**src/rtl/tdm_pkg.sv**
```systemverilog
// Shared constants, state encoding and slot/select mapping for the TDM demux.
package tdm_pkg;

    localparam int unsigned SLOTS     = 8;
    localparam int unsigned SLOT_BITS = 3;

    typedef enum logic {
        HUNT   = 1'b0,
        LOCKED = 1'b1
    } state_e;

    typedef logic [SLOT_BITS-1:0] slot_t;

    localparam slot_t LAST_SLOT = slot_t'(SLOTS - 1);

    // Slot k maps to mux select {S1,S2,S3} = k, S1 being the MSB.
    function automatic slot_t slot_to_sel(input slot_t s);
        return s;
    endfunction

endpackage

```
**src/rtl/tdm_slot_ctr.sv**
```systemverilog
// Slot index counter: clear, load-to-1 on sync, increment per accepted slot.
module tdm_slot_ctr
    import tdm_pkg::*;
(
    input  logic                 clk,
    input  logic                 rst_n,
    input  logic                 clear,
    input  logic                 load1,
    input  logic                 inc,
    output logic [SLOT_BITS-1:0] slot,
    output logic                 last_c
);

    // Increment wraps 7 -> 0 naturally at the end of a frame.
    always_ff @(posedge clk or negedge rst_n) begin
        if (!rst_n) begin
            slot <= '0;
        end else if (clear) begin
            slot <= '0;
        end else if (load1) begin
            slot <= SLOT_BITS'(1);
        end else if (inc) begin
            slot <= slot + SLOT_BITS'(1);
        end
    end

    assign last_c = (slot == LAST_SLOT);

endmodule

```
**src/rtl/tdm_demux_8.sv**
```systemverilog
// 8-channel TDM demultiplexer: locks on frame sync, collects slots into shadow
// registers and publishes a complete frame on q after the last slot.
module tdm_demux_8
    import tdm_pkg::*;
#(
    parameter int unsigned W = 1
) (
    input  logic                 clk,
    input  logic                 rst_n,
    input  logic [W-1:0]         din,
    input  logic                 valid,
    input  logic                 sync,
    output logic [SLOTS*W-1:0]   q,
    output logic                 frame_done,
    output logic [SLOT_BITS-1:0] slot,
    output logic                 locked,
    output logic                 sync_err
);

    state_e state;
    // Slot 7 goes straight from din into q, so only slots 0..6 need shadowing.
    logic [SLOTS-2:0][W-1:0] shadow;

    logic ctr_clear_c;
    logic ctr_load1_c;
    logic ctr_inc_c;
    logic last_c;

    tdm_slot_ctr u_slot_ctr (
        .clk    (clk),
        .rst_n  (rst_n),
        .clear  (ctr_clear_c),
        .load1  (ctr_load1_c),
        .inc    (ctr_inc_c),
        .slot   (slot),
        .last_c (last_c)
    );

    // Counter control mirrors the slot acceptance decisions of the FSM below.
    always_comb begin
        ctr_clear_c = 1'b0;
        ctr_load1_c = 1'b0;
        ctr_inc_c   = 1'b0;
        if (valid) begin
            case (state)
                HUNT: begin
                    ctr_load1_c = sync;
                end
                LOCKED: begin
                    if (sync) begin
                        ctr_load1_c = 1'b1;
                    end else if (slot == '0) begin
                        ctr_clear_c = 1'b1;
                    end else begin
                        ctr_inc_c = 1'b1;
                    end
                end
            endcase
        end
    end

    always_ff @(posedge clk or negedge rst_n) begin
        if (!rst_n) begin
            state      <= HUNT;
            locked     <= 1'b0;
            frame_done <= 1'b0;
            sync_err   <= 1'b0;
            q          <= '0;
            shadow     <= '0;
        end else begin
            frame_done <= 1'b0;
            sync_err   <= 1'b0;
            if (valid) begin
                case (state)
                    HUNT: begin
                        if (sync) begin
                            shadow[0] <= din;
                            state     <= LOCKED;
                            locked    <= 1'b1;
                        end
                    end
                    LOCKED: begin
                        if (sync) begin
                            // Early sync drops the partial frame and restarts at slot 0.
                            shadow[0] <= din;
                            if (slot != '0) begin
                                sync_err <= 1'b1;
                            end
                        end else if (slot == '0) begin
                            sync_err <= 1'b1;
                            state    <= HUNT;
                            locked   <= 1'b0;
                        end else if (last_c) begin
                            q          <= {din, shadow};
                            frame_done <= 1'b1;
                        end else begin
                            shadow[slot_to_sel(slot)] <= din;
                        end
                    end
                endcase
            end
        end
    end

endmodule

```
**config.mk**
```make
export PLATFORM = sky130hd
export DESIGN_NAME = tdm_demux_8
export DESIGN_NICKNAME = d
export VERILOG_FILES = /design/src/rtl/tdm_pkg.sv /design/src/rtl/tdm_slot_ctr.sv /design/src/rtl/tdm_demux_8.sv
export SDC_FILE = /design/constraint.sdc
export NUM_CORES = 1
export LEC_CHECK = 0
export CORE_MARGIN = 4
export CORE_UTILIZATION = 28
export CTS_CLUSTER_DIAMETER = 200
export DETAILED_ROUTE_END_ITERATION = 8
export GPL_ROUTABILITY_DRIVEN = 0
export PLACE_DENSITY = 0.54
export SLEW_MARGIN = 5
export SYNTH_ARGS = -nofsm -noshare
export SYNTH_HDL_FRONTEND = slang
export SYNTH_HIERARCHICAL = 1
export SYNTH_SLANG_ARGS = --single-unit
```
**constraint.sdc**
```tcl
create_clock -name clk -period 2.6 [get_ports clk]
set_input_delay 0.52 -clock clk [delete_from_list [all_inputs] [get_ports clk]]
set_output_delay 0.52 -clock clk [all_outputs]
set_load 0.02 [all_outputs]
```
# Yosys cells after proc, flatten, opt, wreduce, memory -nomap -nowiden
# Index checks and enable logic that the tools add are counted.
# word_totals
wordCells	71
ff_bits	22
# classes
order_cmp	2
n_reduce_logical	8
addsub	1
eq_ne	6
n_bitwise	4
n_mux	37
# op_table
operator	n
1-bit 2-to-1 mux	28
5-bit AND reduction	2
3-bit 2-to-1 mux	3
1-bit case mux with 2 select lines	4
4-bit AND reduction	2
7-bit bitwise mux	1
3-bit != test, second input constant	2
3-bit nonzero test	2
3-bit by 4-bit < comparator with 1-bit output, second input constant	1
2-bit != test, second input constant	2
1-bit NOT	4
3-bit by 1-bit adder with 3-bit output, second input constant	1
1-bit demux with 3-bit select	1
3-bit equality test, second input constant	1
3-bit by 1-bit >= comparator with 1-bit output, second input constant	1
3-bit logical NOT	1
2-bit by 1-bit != test with 1-bit output, second input constant	1
1-bit logical AND	1

# Depth between registers and ports, before layout
# Gate-level depths: netlist of run 1.
# depth
depth_word	9
mapped_depth	6
depth_no_buf	6

# Cells and area by module
# The synthesis of run 1 kept the hierarchy.
# by_module_without_submodules
module	area_per_inst_um2	cells_per_inst	n_inst
tdm_demux_8	845.8	60	1
tdm_slot_ctr	147.6	12	1

# Worst setup path before layout of run 1
# OpenSTA, ideal clock, no wires.
# synth_timing
kind	register to register
start	register u_slot_ctr.slot[0]
end	register shadow[1] (netlist name)
stages_incl_launch_ff	6
arrival_ps	1796
path_buffers	0
t_required_ps	2475
slack_ps	679
cell_sequence	dfrtp_1 -> ha_1 -> ha_1 -> and4bb_4 -> and4bb_2 -> mux2_4
# synth_between
word_cells_on_any_way	11
cone_classes	2 x order compare; 1 x eq/ne; 3 x mux; 2 x bitwise; 3 x reduce/logical
# synth_lines
element	line	source
start: declaration	tdm_slot_ctr.sv:10	output logic [SLOT_BITS-1:0] slot,
start signal: assignment	tdm_slot_ctr.sv:23	slot <= slot + SLOT_BITS'(1);
3-bit equality test	tdm_slot_ctr.sv:27	assign last_c = (slot == LAST_SLOT);
named net last_c	tdm_demux_8.sv:27	logic last_c;
1-bit NOT (no line)	n/a	
5-bit AND reduction (no line)	n/a	
end signal: indexed assignment	tdm_demux_8.sv:97	shadow[slot_to_sel(slot)] <= din;
end: declaration	tdm_demux_8.sv:22	logic [SLOTS-2:0][W-1:0] shadow;
# The timed path passes the listed nets, and every way through them passes these cells.
# A chain may end at the register's enable or synchronous reset.

# Worst setup path after layout of run 1
# layout_timing
start	register u_slot_ctr.slot[0]
end	output slot[0]
# layout_lines
element	line	source
end: declaration	tdm_demux_8.sv:15	output logic [SLOT_BITS-1:0] slot,
# No word-level cell between the ends.

==> metrics.md, run 1 <==
| Metric | Value |
|---|---|
| Avg Inst Size Synth | `roughly 14 um2` |
| Initial core utilization | `29.3%` |
| Port bufs | `18` |
| Hold Vio Cnt, Final | `0` |
| Worst EP arrival | `1.53 ns` |
| Share of layout cells above drive strength 1 | `around a quarter` |
| Reg power frac | `between 40% and 50%` |
| Gr usage total | `roughly a tenth` |
| Synth Area in Adders | `about 5.0%` |
| Global-route wire length before repair | `3280 um` |
| Placement Setup Slack | `0.469 ns` |
| Synth-to-Final Area Change | `30.0%` |
| Max Freq | `approximately 490 MHz` |
| Status | `finished, final reports clean` |
| H-tree levels | `1` |
| Hold-fix buffers, CTS | `0` |
| Die W | `67.6 um` |
| Combinational power share | `between 30% and 40%` |
| Worst setup SP type | `flip-flop` |
| Routed WL per cell | `roughly 13 um` |
| Yosys reg bits | `22` |
| IO Pins | `19` |
| Die ar. | `roughly 0.0046 mm2` |
| Clock power frac | `a little under a quarter` |
| Clock root cell | `clkbuf_4` |
| Power per cell area | `slightly below 900 mW/mm2` |
| Clk_skew | `between 0.01 and 0.015 ns` |
| WHS Endpoint | `shadow[5]` |
| CTS Buf Count | `3` |
| Worst path max stage delay | `0.67 ns` |
| CTS tree | `built` |
| Worst-Skew Late Latency | `around 0.31 ns` |
| Setup Buffers After CTS | `0` |
| Synth Net Count | `81` |
| Internal | `slightly below 0.8 mW` |
| Reg2reg setup slack | `around 0.63 ns` |
| 1st-iter DRT viols | `12` |
| Synthesized area | `slightly below 0.001 mm2` |
| HPWL after detailed placement | `about 1300 um` |
| Xor/xnor cell area share of the yosys netlist | `less than 1%` |
| Worst r2r src | `u_slot_ctr/slot[0]` |
| Synth Area in Compound Gates | `under 10%` |
| Post-CTS Resized | `0` |
| Initial antenna violation count | `0` |
| Cells after Synth | `72` |
| Setup_tns | `0 ns` |
| Synth Warn # | `6` |
| Die height | `67.6 um` |
| Grt ovf | `0` |
| Unrepaired setup endpoints after global routing | `no` |
| Critical Path RT | `around 2.1 ns` |
| Maximum vdd drop | `roughly 350 uV` |
| Worst setup margin | `between 0.5 and 0.6 ns` |
| Top cell family by delay on the critical path | `buffers and inverters` |
| WHS Path Cells | `1` |
| NetSw | `around 0.35 mW` |
| Max-slew violations | `0` |
| Antenna-violating nets left | `0` |
| Core Box Area | `about 0.0034 mm2` |
| Largest net degree at the start of global routing | `23` |
| Post-synthesis sequential area ratio | `a little under three fifths` |
| Setup crit end kind | `output port` |
| Simple-gate share of the synthesized area | `~16%` |
| Post-route DRC | `0` |
| DP Area | `approximately 0.0012 mm2` |
| Max_slew headroom | `approximately 70%` |
| Worst-path cell chain | `clkdlybuf4s50_1` |
| Most frequent cells in the layout | `dfrtp_1, clkdlybuf4s50_1, mux2_2` |
| Crit path max fanout | `10` |
| Worst path slowest cell | `clkdlybuf4s50_1` |
| Hold/Removal Path Class | `flip-flop to flip-flop` |
| Crit path buffers/inverters | `1` |
| DRT Wirelength | `1860 um` |
| Worst R2R Path Depth | `5` |
| Design Area, Final | `0.00129 mm2` |
| Clk buf depth | `2` |
| Most common cell after layout, fill and taps aside | `dfrtp_1` |
| Setup Crit Path Kind | `flip-flop to output port` |
| Hold_sp | `shadow[5]` |
| Worst hold slack | `a little over 0.5 ns` |
| Post-synthesis mux area share | `roughly a fifth` |
| Yosys cell types | `22` |
| P_leak | `between 0.5 and 0.6 nW` |
| Switching Share | `a little under a third` |
| Final #Nets | `105` |
| Vias per inst | `4.55` |
| Vias | `~640` |
| DR pass1 iterations | `2` |
| Diode count | `0` |
| Clk slew on worst S/H paths | `roughly 0.13 ns` |
| Tmin final | `~2 ns` |
| CTS Sinks | `22` |
| Finish-stage setup viols | `0` |
| FF-to-FF End | `shadow[1]` |
| Slew @ Worst Pin | `around 0.43 ns` |
| Row count | `21` |
| Final period utilization | `approximately four fifths` |
| Max Cap Viol | `0` |
| Largest family of logic cells by synthesized area | `multiplexers` |
| Vias in the first global route | `approximately 700` |
==> stage by stage <==
stage          util, %  power, mW  instances
6_report          38.1       1.12        141
5_1_grt           38.1       1.20        141
4_1_cts           38.1       1.13        141
3_5_place_dp      36.5      0.863        137
3_3_place_gp      36.5      0.853        137
2_1_floorplan        -      0.715         72
==> final cells by class <==
class / count / area, um2
fill: 331 / 2100
sequential: 22 / 551
multi-input combinational: 46 / 428
timing repair buffer: 19 / 188
tap: 46 / 57.6
clock inverter: 1 / 30.0
clock buffer: 3 / 22.5
inverter: 4 / 15.0
==> sequential cells by signal, indices dropped and copies added (netlist names) <==
name / cells
shadow: 7
frame_done: 1
u_slot_ctr/slot: 3
state: 1
locked: 1
sync_err: 1
q: 8
==> power by group through the flow <==
stage                     logic, mW  registers [mW]  clock network [mW]
after floorplan               0.169           0.545                   0
after global placement        0.341           0.512                   0
after detailed placement      0.346           0.517                   0
after CTS                     0.347           0.511               0.275
after global routing          0.381           0.530               0.291
final                         0.344           0.511               0.263
==> cells by family after synthesis <==
| group | count (synthesis) |
|---|---|
| flops | 22 |
| simple gates | 21 |
| mux | 17 |
| buf+inv | 4 |
| fa+ha+maj | 4 |
| compound gates | 3 |
| xor+xnor | 1 |
==> synthesized netlist by cell type (all sizes together) <==
cell / n / area [um2]
a21oi: 2 / 10.0
a31oi: 1 / 6.26
and2: 1 / 6.26
and3: 3 / 22.5
and4bb: 3 / 41.3
dfrtp: 22 / 551
ha: 4 / 50.1
inv: 4 / 15.0
mux2: 15 / 176
mux2i: 2 / 20.0
nand2: 1 / 3.75
nand3: 1 / 5.00
nand4: 1 / 12.5
nand4b: 3 / 26.3
nor2: 4 / 15.0
nor3: 3 / 15.0
nor4b: 1 / 8.76
xnor2: 1 / 8.76
==> layer usage <==
| layer | GRT usage [%] | vias up | share of wire [%] |
|---|---|---|---|
| met2 | 13.9 | 17 | 44 |
| met4 | 5.82 | 0 | 2.4 |
| li1 | - | 311 | - |
| met3 | 1.66 | 6 | 3.9 |
| met5 | 0 | - | 0 |
| met1 | 13.6 | 307 | 50 |
==> worst register-to-register path, stage by stage (launching register included) <==
cell and delay, ns:
dfrtp_1 0.51, ha_1 0.25, ha_1 0.21, and4bb_4 0.36, and4bb_2 0.24, mux2_4 0.29
==> worst max path at each step <==
stage	startpoint	end	slack [ns]	depth (start not counted)
final	u_slot_ctr/slot[0]	slot[0]	0.55	1
after global routing	u_slot_ctr/slot[2]	slot[2]	0.45	1
after floorplan	u_slot_ctr/slot[0]	shadow[1]	0.68	5
after detailed placement	sync	q[0]	0.47	5
after global placement	valid	shadow[1]	0.51	4
after CTS	u_slot_ctr/slot[0]	slot[0]	0.54	1
Note: power is estimated with default switching activity, not from simulation.
==> run 2: changes to the inputs <==
==> constraint.sdc (replaced) <==
create_clock -name clk -period 1.98 [get_ports clk]
set_input_delay 0.396 -clock clk [delete_from_list [all_inputs] [get_ports clk]]
set_output_delay 0.396 -clock clk [all_outputs]
set_load 0.02 [all_outputs]
==> run 2 against run 1 <==
Sequential cell count unchanged. Largest power group unchanged. Critical path type is now flip-flop to flip-flop. Count of clock-buffer cells in the layout up 1. Sequential share of layout area down 0.87 points. Utilization up 0.89 points. Critical path depth up 4. Register-to-register slack worse by 0.50 ns. Final cell count up 4.3%. Final area up 2.3%. Clock power down 8.4%.
==> metrics.md, run 2 (synthesized netlist as in run 1, its figures left out) <==
| Metric | Value |
|---|---|
| Status | `finished, final reports clean` |
| Slew @ Worst Pin | `between 0.3 and 0.4 ns` |
| Worst EP arrival | `2.06 ns` |
| Hold/Removal Path Class | `input pin to async pin` |
| Largest register FFs | `8` |
| DR pass1 iterations | `4` |
| Worst path max stage delay | `around 0.45 ns` |
| Die ar. | `0.00457 mm2` |
| 1st-iter DRT viols | `14` |
| Reg2reg setup slack | `approximately 0.13 ns` |
| Max_slew headroom | `roughly four fifths` |
| Synth-to-Final Area Change | `33.0%` |
| Tmin final | `roughly 1.9 ns` |
| IO Pins | `19` |
| Finish-stage setup viols | `0` |
| Crit path max fanout | `6` |
| Share of layout cells above drive strength 1 | `between 30% and 40%` |
| Port bufs | `18` |
| Final period utilization | `about 94%` |
| DRT Wirelength | `about 1800 um` |
| Power per cell area | `between 1000 and 1500 mW/mm2` |
| Grt ovf | `0` |
| Clk buf depth | `2` |
| Worst-path cell chain | `ha_1, ha_1, and4bb_4, and4bb_2, mux2_4` |
| CTS Buf Count | `3` |
| Critical Path RT | `2.18 ns` |
| Die height | `between 60 and 70 um` |
| Max-slew violations | `0` |
| Largest net degree at the start of global routing | `23` |
| H-tree levels | `1` |
| Gr usage total | `9.42%` |
| HPWL after detailed placement | `1370 um` |
| Max Freq | `about 540 MHz` |
| Row count | `21` |
| Worst R2R Path Depth | `5` |
| Clk_skew | `around 0.0089 ns` |
| Largest regs | `q (8), shadow (7), u_slot_ctr/slot (3)` |
| Global-route wire length before repair | `3180 um` |
| Worst r2r src | `u_slot_ctr/slot[1]` |
| P_leak | `roughly 0.61 nW` |
| Crit path from | `u_slot_ctr/slot[1]` |
| Unrepaired setup endpoints after global routing | `no` |
| Post-route DRC | `0` |
| Vias in the first global route | `approximately 730` |
| Hold-fix buffers, CTS | `0` |
| Worst setup margin | `between 0.1 and 0.15 ns` |
| CTS Sinks | `22` |
| Vias | `approximately 660` |
| Worst path slowest cell | `dfrtp_1` |
| FF-to-FF End | `shadow[1]` |
| Diode count | `0` |
| Critical path endpoint | `shadow[1]` |
| Antenna-violating nets left | `0` |
| Initial core utilization | `29.3%` |
| Clk slew on worst S/H paths | `between 0.1 and 0.15 ns` |
| Most frequent cells in the layout | `dfrtp_1, clkdlybuf4s50_1, mux2_2` |
| CTS tree | `built` |
| Worst setup SP type | `flip-flop` |
| Die W | `~68 um` |
| Initial antenna violation count | `0` |
| Maximum vdd drop | `approximately 540 uV` |
| Placement Setup Slack | `around 0.067 ns` |
| Final #Nets | `111` |
| Largest register by flop count | `q` |
| Setup Crit Path Kind | `flip-flop to flip-flop` |
| Most common cell after layout, fill and taps aside | `dfrtp_1` |
| Clock root cell | `clkbuf_4` |
| Core Box Area | `~0.0034 mm2` |
| Most frequent CP cell | `ha_1` |
| Hold Vio Cnt, Final | `0` |
| Max Cap Viol | `0` |
| Setup crit end kind | `flip-flop` |
| Setup_tns | `0 ns` |
| Worst-Skew Late Latency | `0.30 ns` |
| Routed WL per cell | `~12 um` |
| Vias per inst | `around 4.5` |
run 2: cell count changes in the layout (fill, tap and decap cells not counted), sizes merged:
cell / previous run / this run
buf: 1 / 7
bufinv: 1 / 0
clkbuf: 3 / 4
run 2: how the worst min path moves through the flow:
| stage | start | cells after the start | slack [ns] | to |
|---|---|---|---|---|
| 3_5_place_dp | shadow[5] | 1 | 0.48 | shadow[5] |
| 5_1_grt | rst_n | 2 | 0.43 | shadow[0] |
| 3_3_place_gp | shadow[6] | 1 | 0.47 | shadow[6] |
| 2_1_floorplan | rst_n | 0 | 0.10 | frame_done |
| 4_1_cts | rst_n | 2 | 0.42 | shadow[0] |
| 6_report | rst_n | 2 | 0.42 | u_slot_ctr/slot[0] |
run 2: final cells by class:
class / count / area [um2]
inverter: 4 / 15.0
clock buffer: 4 / 36.3
fill: 329 / 2070
sequential: 22 / 552
timing repair buffer: 25 / 233
multi-input combinational: 46 / 428
tap: 46 / 57.6
run 2: routing by layer:
metal	track usage, %	share of wire (%)	vias to the layer above
li1	-	-	320
met1	10.9	45	323
met2	15.4	48	16
met3	2.16	5.0	4
met4	6.33	1.9	0
met5	0	0	-
run 2: metrics by stage:
step | utilization [%] | instance area, um2 | hold slack (ns) | power [mW] | cells
2_1_floorplan | - | 993 | 0.100 | 0.939 | 72
4_1_cts | 38.9 | 1320 | 0.420 | 1.42 | 147
3_5_place_dp | 37.9 | 1280 | 0.481 | 1.17 | 143
5_1_grt | 39.0 | 1320 | 0.431 | 1.51 | 147
6_report | 39.0 | 1320 | 0.418 | 1.40 | 147
3_3_place_gp | 37.9 | 1280 | 0.474 | 1.16 | 143
run 2: worst max-delay path, delay by kind of cell, from the launching register on:
kind	cells	cell delay, ns
and+or+nand+nor	2	0.59
DFF	1	0.45
adders and majority gates	2	0.41
muxes	1	0.29
run 2: report_power, final:
group | internal [mW] | switching [mW] | total [mW]
registers | 0.559 | 0.0819 | 0.641
clock network | 0.112 | 0.129 | 0.241
logic | 0.282 | 0.235 | 0.517
run 2: timing repair:
item	4_1_cts	5_1_grt
endpoints found under the setup margin	0	1
endpoints found under the hold margin	0	0
resized for setup	0	1
buffers inserted	0	0
